**src/rtl/serial_add_pkg.sv**
```systemverilog
// Shared definitions for the bit-serial add controller: FSM state encoding
// and the default operand width.
package serial_add_pkg;

    // Default operand/result width for the accumulator path.
    localparam int DEFAULT_WIDTH = 4;

    // Controller states; the encoding is fixed so that debug taps stay stable.
    typedef enum logic [1:0] {
        IDLE  = 2'd0,
        SHIFT = 2'd1,
        DONE  = 2'd2
    } sa_state_e;

endpackage : serial_add_pkg

```
**src/rtl/full_adder_1bit.sv**
```systemverilog
// Single-bit full adder; the only arithmetic element of the serial datapath.
module full_adder_1bit (
    input  logic a,
    input  logic b,
    input  logic ci,
    output logic s,
    output logic co
);

    assign s  = a ^ b ^ ci;
    assign co = (a & b) | (ci & (a ^ b));

endmodule : full_adder_1bit

```
**src/rtl/serial_add_sequencer.sv**
```systemverilog
// Bit-serial adder controller: latches two operands and a carry-in on a start
// pulse, adds them LSB-first through one full adder with a registered carry,
// and publishes the assembled sum and carry-out together with a done pulse.
module serial_add_sequencer
    import serial_add_pkg::*;
#(
    parameter  int WIDTH = DEFAULT_WIDTH,
    localparam int IDX_W = (WIDTH > 1) ? $clog2(WIDTH) : 1
) (
    input  logic             clk,
    input  logic             rst,
    input  logic             start,
    input  logic             acc_mode,
    input  logic [WIDTH-1:0] op_a,
    input  logic [WIDTH-1:0] op_b,
    input  logic             cin,
    output logic             busy,
    output logic             done,
    output logic [WIDTH-1:0] sum,
    output logic             cout,
    output logic [IDX_W-1:0] bit_idx
);

    localparam logic [IDX_W-1:0] LAST_IDX = IDX_W'(WIDTH - 1);
    localparam logic [IDX_W-1:0] IDX_ONE  = IDX_W'(1);

    sa_state_e        state_q;
    logic [WIDTH-1:0] a_sh_q;
    logic [WIDTH-1:0] b_sh_q;
    logic [WIDTH-1:0] s_sh_q;
    logic             c_q;
    logic [IDX_W-1:0] bit_idx_q;
    logic [WIDTH-1:0] sum_q;
    logic             cout_q;
    logic             busy_q;
    logic             done_q;

    logic             fa_s;
    logic             fa_co;
    logic [WIDTH-1:0] s_sh_d;

    // The one shared full adder works on the current LSBs and the carry register.
    full_adder_1bit u_fa (
        .a  (a_sh_q[0]),
        .b  (b_sh_q[0]),
        .ci (c_q),
        .s  (fa_s),
        .co (fa_co)
    );

    // Next partial sum: new bit enters at the MSB so the LSB ends at bit 0.
    always_comb begin
        s_sh_d = {fa_s, s_sh_q[WIDTH-1:1]};
    end

    // Controller FSM together with the datapath registers and registered outputs.
    always_ff @(posedge clk) begin
        if (rst) begin
            state_q   <= IDLE;
            a_sh_q    <= '0;
            b_sh_q    <= '0;
            s_sh_q    <= '0;
            c_q       <= 1'b0;
            bit_idx_q <= '0;
            sum_q     <= '0;
            cout_q    <= 1'b0;
            busy_q    <= 1'b0;
            done_q    <= 1'b0;
        end else begin
            case (state_q)
                IDLE: begin
                    done_q <= 1'b0;
                    if (start) begin
                        // Accumulate mode feeds back the result held right now.
                        a_sh_q    <= acc_mode ? sum_q : op_a;
                        b_sh_q    <= op_b;
                        c_q       <= cin;
                        s_sh_q    <= '0;
                        bit_idx_q <= '0;
                        busy_q    <= 1'b1;
                        state_q   <= SHIFT;
                    end else begin
                        busy_q  <= 1'b0;
                        state_q <= IDLE;
                    end
                end
                SHIFT: begin
                    s_sh_q <= s_sh_d;
                    a_sh_q <= {1'b0, a_sh_q[WIDTH-1:1]};
                    b_sh_q <= {1'b0, b_sh_q[WIDTH-1:1]};
                    c_q    <= fa_co;
                    if (bit_idx_q == LAST_IDX) begin
                        // Final bit: publish the result and flag completion.
                        sum_q     <= s_sh_d;
                        cout_q    <= fa_co;
                        bit_idx_q <= '0;
                        done_q    <= 1'b1;
                        state_q   <= DONE;
                    end else begin
                        bit_idx_q <= bit_idx_q + IDX_ONE;
                        done_q    <= 1'b0;
                        state_q   <= SHIFT;
                    end
                end
                DONE: begin
                    done_q  <= 1'b0;
                    busy_q  <= 1'b0;
                    state_q <= IDLE;
                end
                default: begin
                    done_q    <= 1'b0;
                    busy_q    <= 1'b0;
                    bit_idx_q <= '0;
                    state_q   <= IDLE;
                end
            endcase
        end
    end

    assign busy    = busy_q;
    assign done    = done_q;
    assign sum     = sum_q;
    assign cout    = cout_q;
    assign bit_idx = bit_idx_q;

endmodule : serial_add_sequencer

```
**config.mk**
```make
export PLATFORM = sky130hd
export DESIGN_NAME = serial_add_sequencer
export DESIGN_NICKNAME = d
export VERILOG_FILES = /design/src/rtl/serial_add_pkg.sv /design/src/rtl/full_adder_1bit.sv /design/src/rtl/serial_add_sequencer.sv
export SDC_FILE = /design/constraint.sdc
export NUM_CORES = 1
export LEC_CHECK = 0
export CAP_MARGIN = 20
export CELL_PAD_IN_SITES_DETAIL_PLACEMENT = 1
export CELL_PAD_IN_SITES_GLOBAL_PLACEMENT = 1
export CORE_ASPECT_RATIO = 0.75
export CORE_MARGIN = 1.5
export CORE_UTILIZATION = 36
export DETAILED_ROUTE_END_ITERATION = 10
export GPL_ROUTABILITY_DRIVEN = 0
export HOLD_SLACK_MARGIN = 0.02
export PLACE_DENSITY = 0.82
export SLEW_MARGIN = 30
export SYNTH_ARGS = -nofsm -noshare
export SYNTH_HDL_FRONTEND = slang
export SYNTH_SLANG_ARGS = --single-unit
export TNS_END_PERCENT = 5
```
**constraint.sdc**
```tcl
create_clock -name clk -period 1.55 [get_ports clk]
set_input_delay 0.31 -clock clk [delete_from_list [all_inputs] [get_ports clk]]
set_output_delay 0.31 -clock clk [all_outputs]
set_load 0.05 [all_outputs]
```
==> flow_metrics.py <==
metrics = {
    "worst_setup_path": {
        "r2r_start": "bit_idx[0]",
        "worst_setup_path_end_kind": "flop",
        "cp_slowest_cell": "dfxtp_2",
        "crit_fanout": 8,
        "startpoint": "bit_idx[0]",
        "cp.arrival_ps": 1570,
        "cp.required_ps": 1770,
        "start_kind": "flop",
        "path_cells": "ha_1 -> nand3b_1 -> nand2_1 -> a21oi_1",
        "crit_type": "flop to flop",
        "max_stage_delay_ps": 400,
    },
    "final_layout": {
        "seqCellArea_um2": 463,
        "syn2layout_area_growth_pct": 37.5,
        "nets": 142,
        "nFillCells": 290,
        "multi_input_area_um2": 469,
        "drive_above_1_share_pct": 20.6,
        "antenna_cells": 0,
    },
    "power_and_ir_drop": {
        "switching_share_pct": 27.4,
        "power.total_uw": 1120,
        "p_switching_uw": 307,
        "p_int_uw": 811,
        "leakage_uw": 0.000494,
        "max-vdd-ir-drop_uv": 487,
        "seqPwrFrac_pct": 57.0,
        "clkPwrFrac_pct": 25.4,
        "power_density_nw_per_um2": 844,
        "pwr-share-comb_pct": 17.7,
    },
    "placement": {
        "dp_hpwl_um": 1960,
        "pre_cts_slack_ps": -95.8,
        "io_buffer_count": 21,
    },
    "cts": {
        "cts_tree": "done",
        "post-cts-setup-buffer-count": 0,
        "cts_made_buffers": 3,
        "path_clk_slew_ps": 120,
        "cts_buffer_depth": 2,
        "clk_latency_ps": 320,
        "cts-root-buf": "clkbuf_4",
        "cts_hold_buf": 0,
        "cts.sink_count": 23,
        "htree_levels": 1,
        "cts_resized": 0,
    },
    "detailed_routing": {
        "wire_per_inst_um": 15.2,
        "drt_iter0_drc": 27,
        "drc_errors": 0,
        "ant_nets": 0,
        "num_vias": 858,
        "viasPerCell": 5.30,
        "drt_wl_total_um": 2460,
        "dr.pass1.iters": 4,
    },
    "timing": {
        "clock_skew_ps": 3.99,
        "worstMarginPinSlew_ps": 536,
        "hold_viol": 0,
        "slew_headroom_pct": 64.1,
        "timing.final.crit_share_pct": 87.1,
        "whs_ps": 481,
        "layout_min_cycle_time_ps": 1350,
        "rsz0062_at_grt": "false",
        "maxSlewViolCount": 0,
        "max_freq_mhz": 741,
        "finalWorstSetupSlack_ps": 200,
        "setup_viol": 0,
    },
    "grt": {
        "antenna_found_initial": 0,
        "top_usage_layer": "met2",
        "grt_use_total_pct": 17.9,
        "grt_overflow": 0,
        "grtUsageMet1_pct": 23.1,
        "grtUsageMet3_pct": 5.18,
        "grt_util_met2_pct": 30.1,
        "grt_max_degree": 15,
        "grt_pass1_wl_um": 4020,
        "grt_pass1_vias": 849,
    },
    "worst_hold_path": {
        "hold_class": "flop to flop",
        "min_from": "cout",
    },
    "synthesis": {
        "synth_warnings": 0,
        "synth.net_count": 116,
        "synth_compound_area_share_pct": 22.2,
        "ys_async_sr_fraction_pct": 0,
        "yosysTopAreaCell": "dfxtp_1",
        "synth_simple_gate_area_share_pct": 18.8,
        "synthFlopType": "dfxtp_1",
        "synth-seq-cells": 23,
        "synth.most_common_cell": "dfxtp_1",
        "synth_top_family_by_area": "compound AO/OA/AOI/OAI gates",
        "synth_seq_area_share_pct": 47.8,
        "yosysTopAreaCellShare_pct": 47.8,
        "synth_edf_count": 0,
        "syn_avg_cell_area_um2": 9.54,
        "yosys-top-cells-count": "23 x dfxtp_1, 14 x nor2_1, 8 x a22oi_1, 6 x nand2_1",
        "synth.mux.area_fraction_pct": 4.29,
        "synth_area_leaders": "dfxtp_1 48%, a22oi_1 6.2%, nor2_1 5.5%",
        "syn_inst": 101,
        "synthXorXnorAreaFrac_pct": 0,
        "syn_area_um2": 963,
        "synth-adder-area-share_pct": 3.38,
        "ys_types": 26,
    },
    "flow_run": {
        "cap_violations": 0,
    },
    "status": {
        "status": "finished clean",
    },
    "floorplanning": {
        "dieArea_um2": 3000,
        "placementRows": 16,
        "initial_core_util_pct": 37.3,
        "die_w_um": 62.7,
        "fp.coreArea_um2": 2580,
        "die_h_um": 47.8,
        "ios": 22,
    },
}
## per-stage QoR
| stage | setup TNS, ps | cells | area, um^2 | util, % |
|---|---|---|---|---|
| 2_1_floorplan | 0 | 101 | 966 | - |
| 3_3_place_gp | -41.1 | 158 | 1300 | 50.2 |
| 3_5_place_dp | -302 | 158 | 1300 | 50.2 |
| 4_1_cts | 0 | 162 | 1330 | 51.3 |
| 5_1_grt | 0 | 162 | 1330 | 51.3 |
| 6_report | 0 | 162 | 1330 | 51.3 |
## final cells by class
class | count | share of cell area (%)
clock buffer | 3 | 1.70
clock inverter | 1 | 0.378
inverter | 2 | 0.567
multi-input combinational | 71 | 35.4
sequential | 23 | 34.9
tap | 36 | 3.40
timing repair buffer | 26 | 23.6
## worst paths after layout
path,endpoint,slack (ps),cells past startpoint
max,sum[1],200,4
min,cout,480,2
max reg2reg,sum[1],200,4
min reg2reg,cout,480,2
## metal layers
| metal | share of wire, % | wire, um |
|---|---|---|
| met1 | 46 | 1130 |
| met4 | 0.65 | 16 |
| met3 | 2.6 | 65 |
| met5 | 0 | 0 |
| met2 | 51 | 1250 |
## cells by family after synthesis
kind of cell               Yosys count
muxes                                4
AOI/OAI and AO/OA                   30
adders and majority gates            2
DFF                                 23
buffers and inverters                7
and+or+nand+nor                     35
## registers in the layout, summed over array words and instances (netlist names)
signal and flops:
a_sh_q 4, b_sh_q 4, bit_idx 2, busy 1
c_q 1, cout 1, done 1, s_sh_q 3
state_q 2, sum 4
## power groups by stage
stage | clock [uW] | sequential, uW | combinational, uW
floorplan | 0 | 659 | 94.3
global placement | 0 | 648 | 188
detailed placement | 0 | 651 | 196
CTS | 287 | 638 | 198
global route | 314 | 641 | 213
finish | 283 | 637 | 198
## critical path: cells and delay by family, from the launching register on
| kind | cells | cell delay [ps] |
|---|---|---|
| adders and majority gates | 1 | 350 |
| DFF | 1 | 400 |
| and+or+nand+nor | 2 | 420 |
| AOI/OAI and AO/OA | 1 | 80 |
## cells in the final DEF, fill, tap and decap left out, types with 4 or more instances in the layout
master           Yosys  routed
o22ai_1              4       4
a21oi_1              5       5
a22oi_1              8       8
nor2_1              14      14
clkdlybuf4s50_1      0      12
o21ai_0              4       4
nand2_1              6       6
buf_4                2       7
buf_12               0       7
nand3_1              5       5
a211oi_1             5       5
dfxtp_1             23      21
No activity file was read; power rests on OpenSTA's default activity.
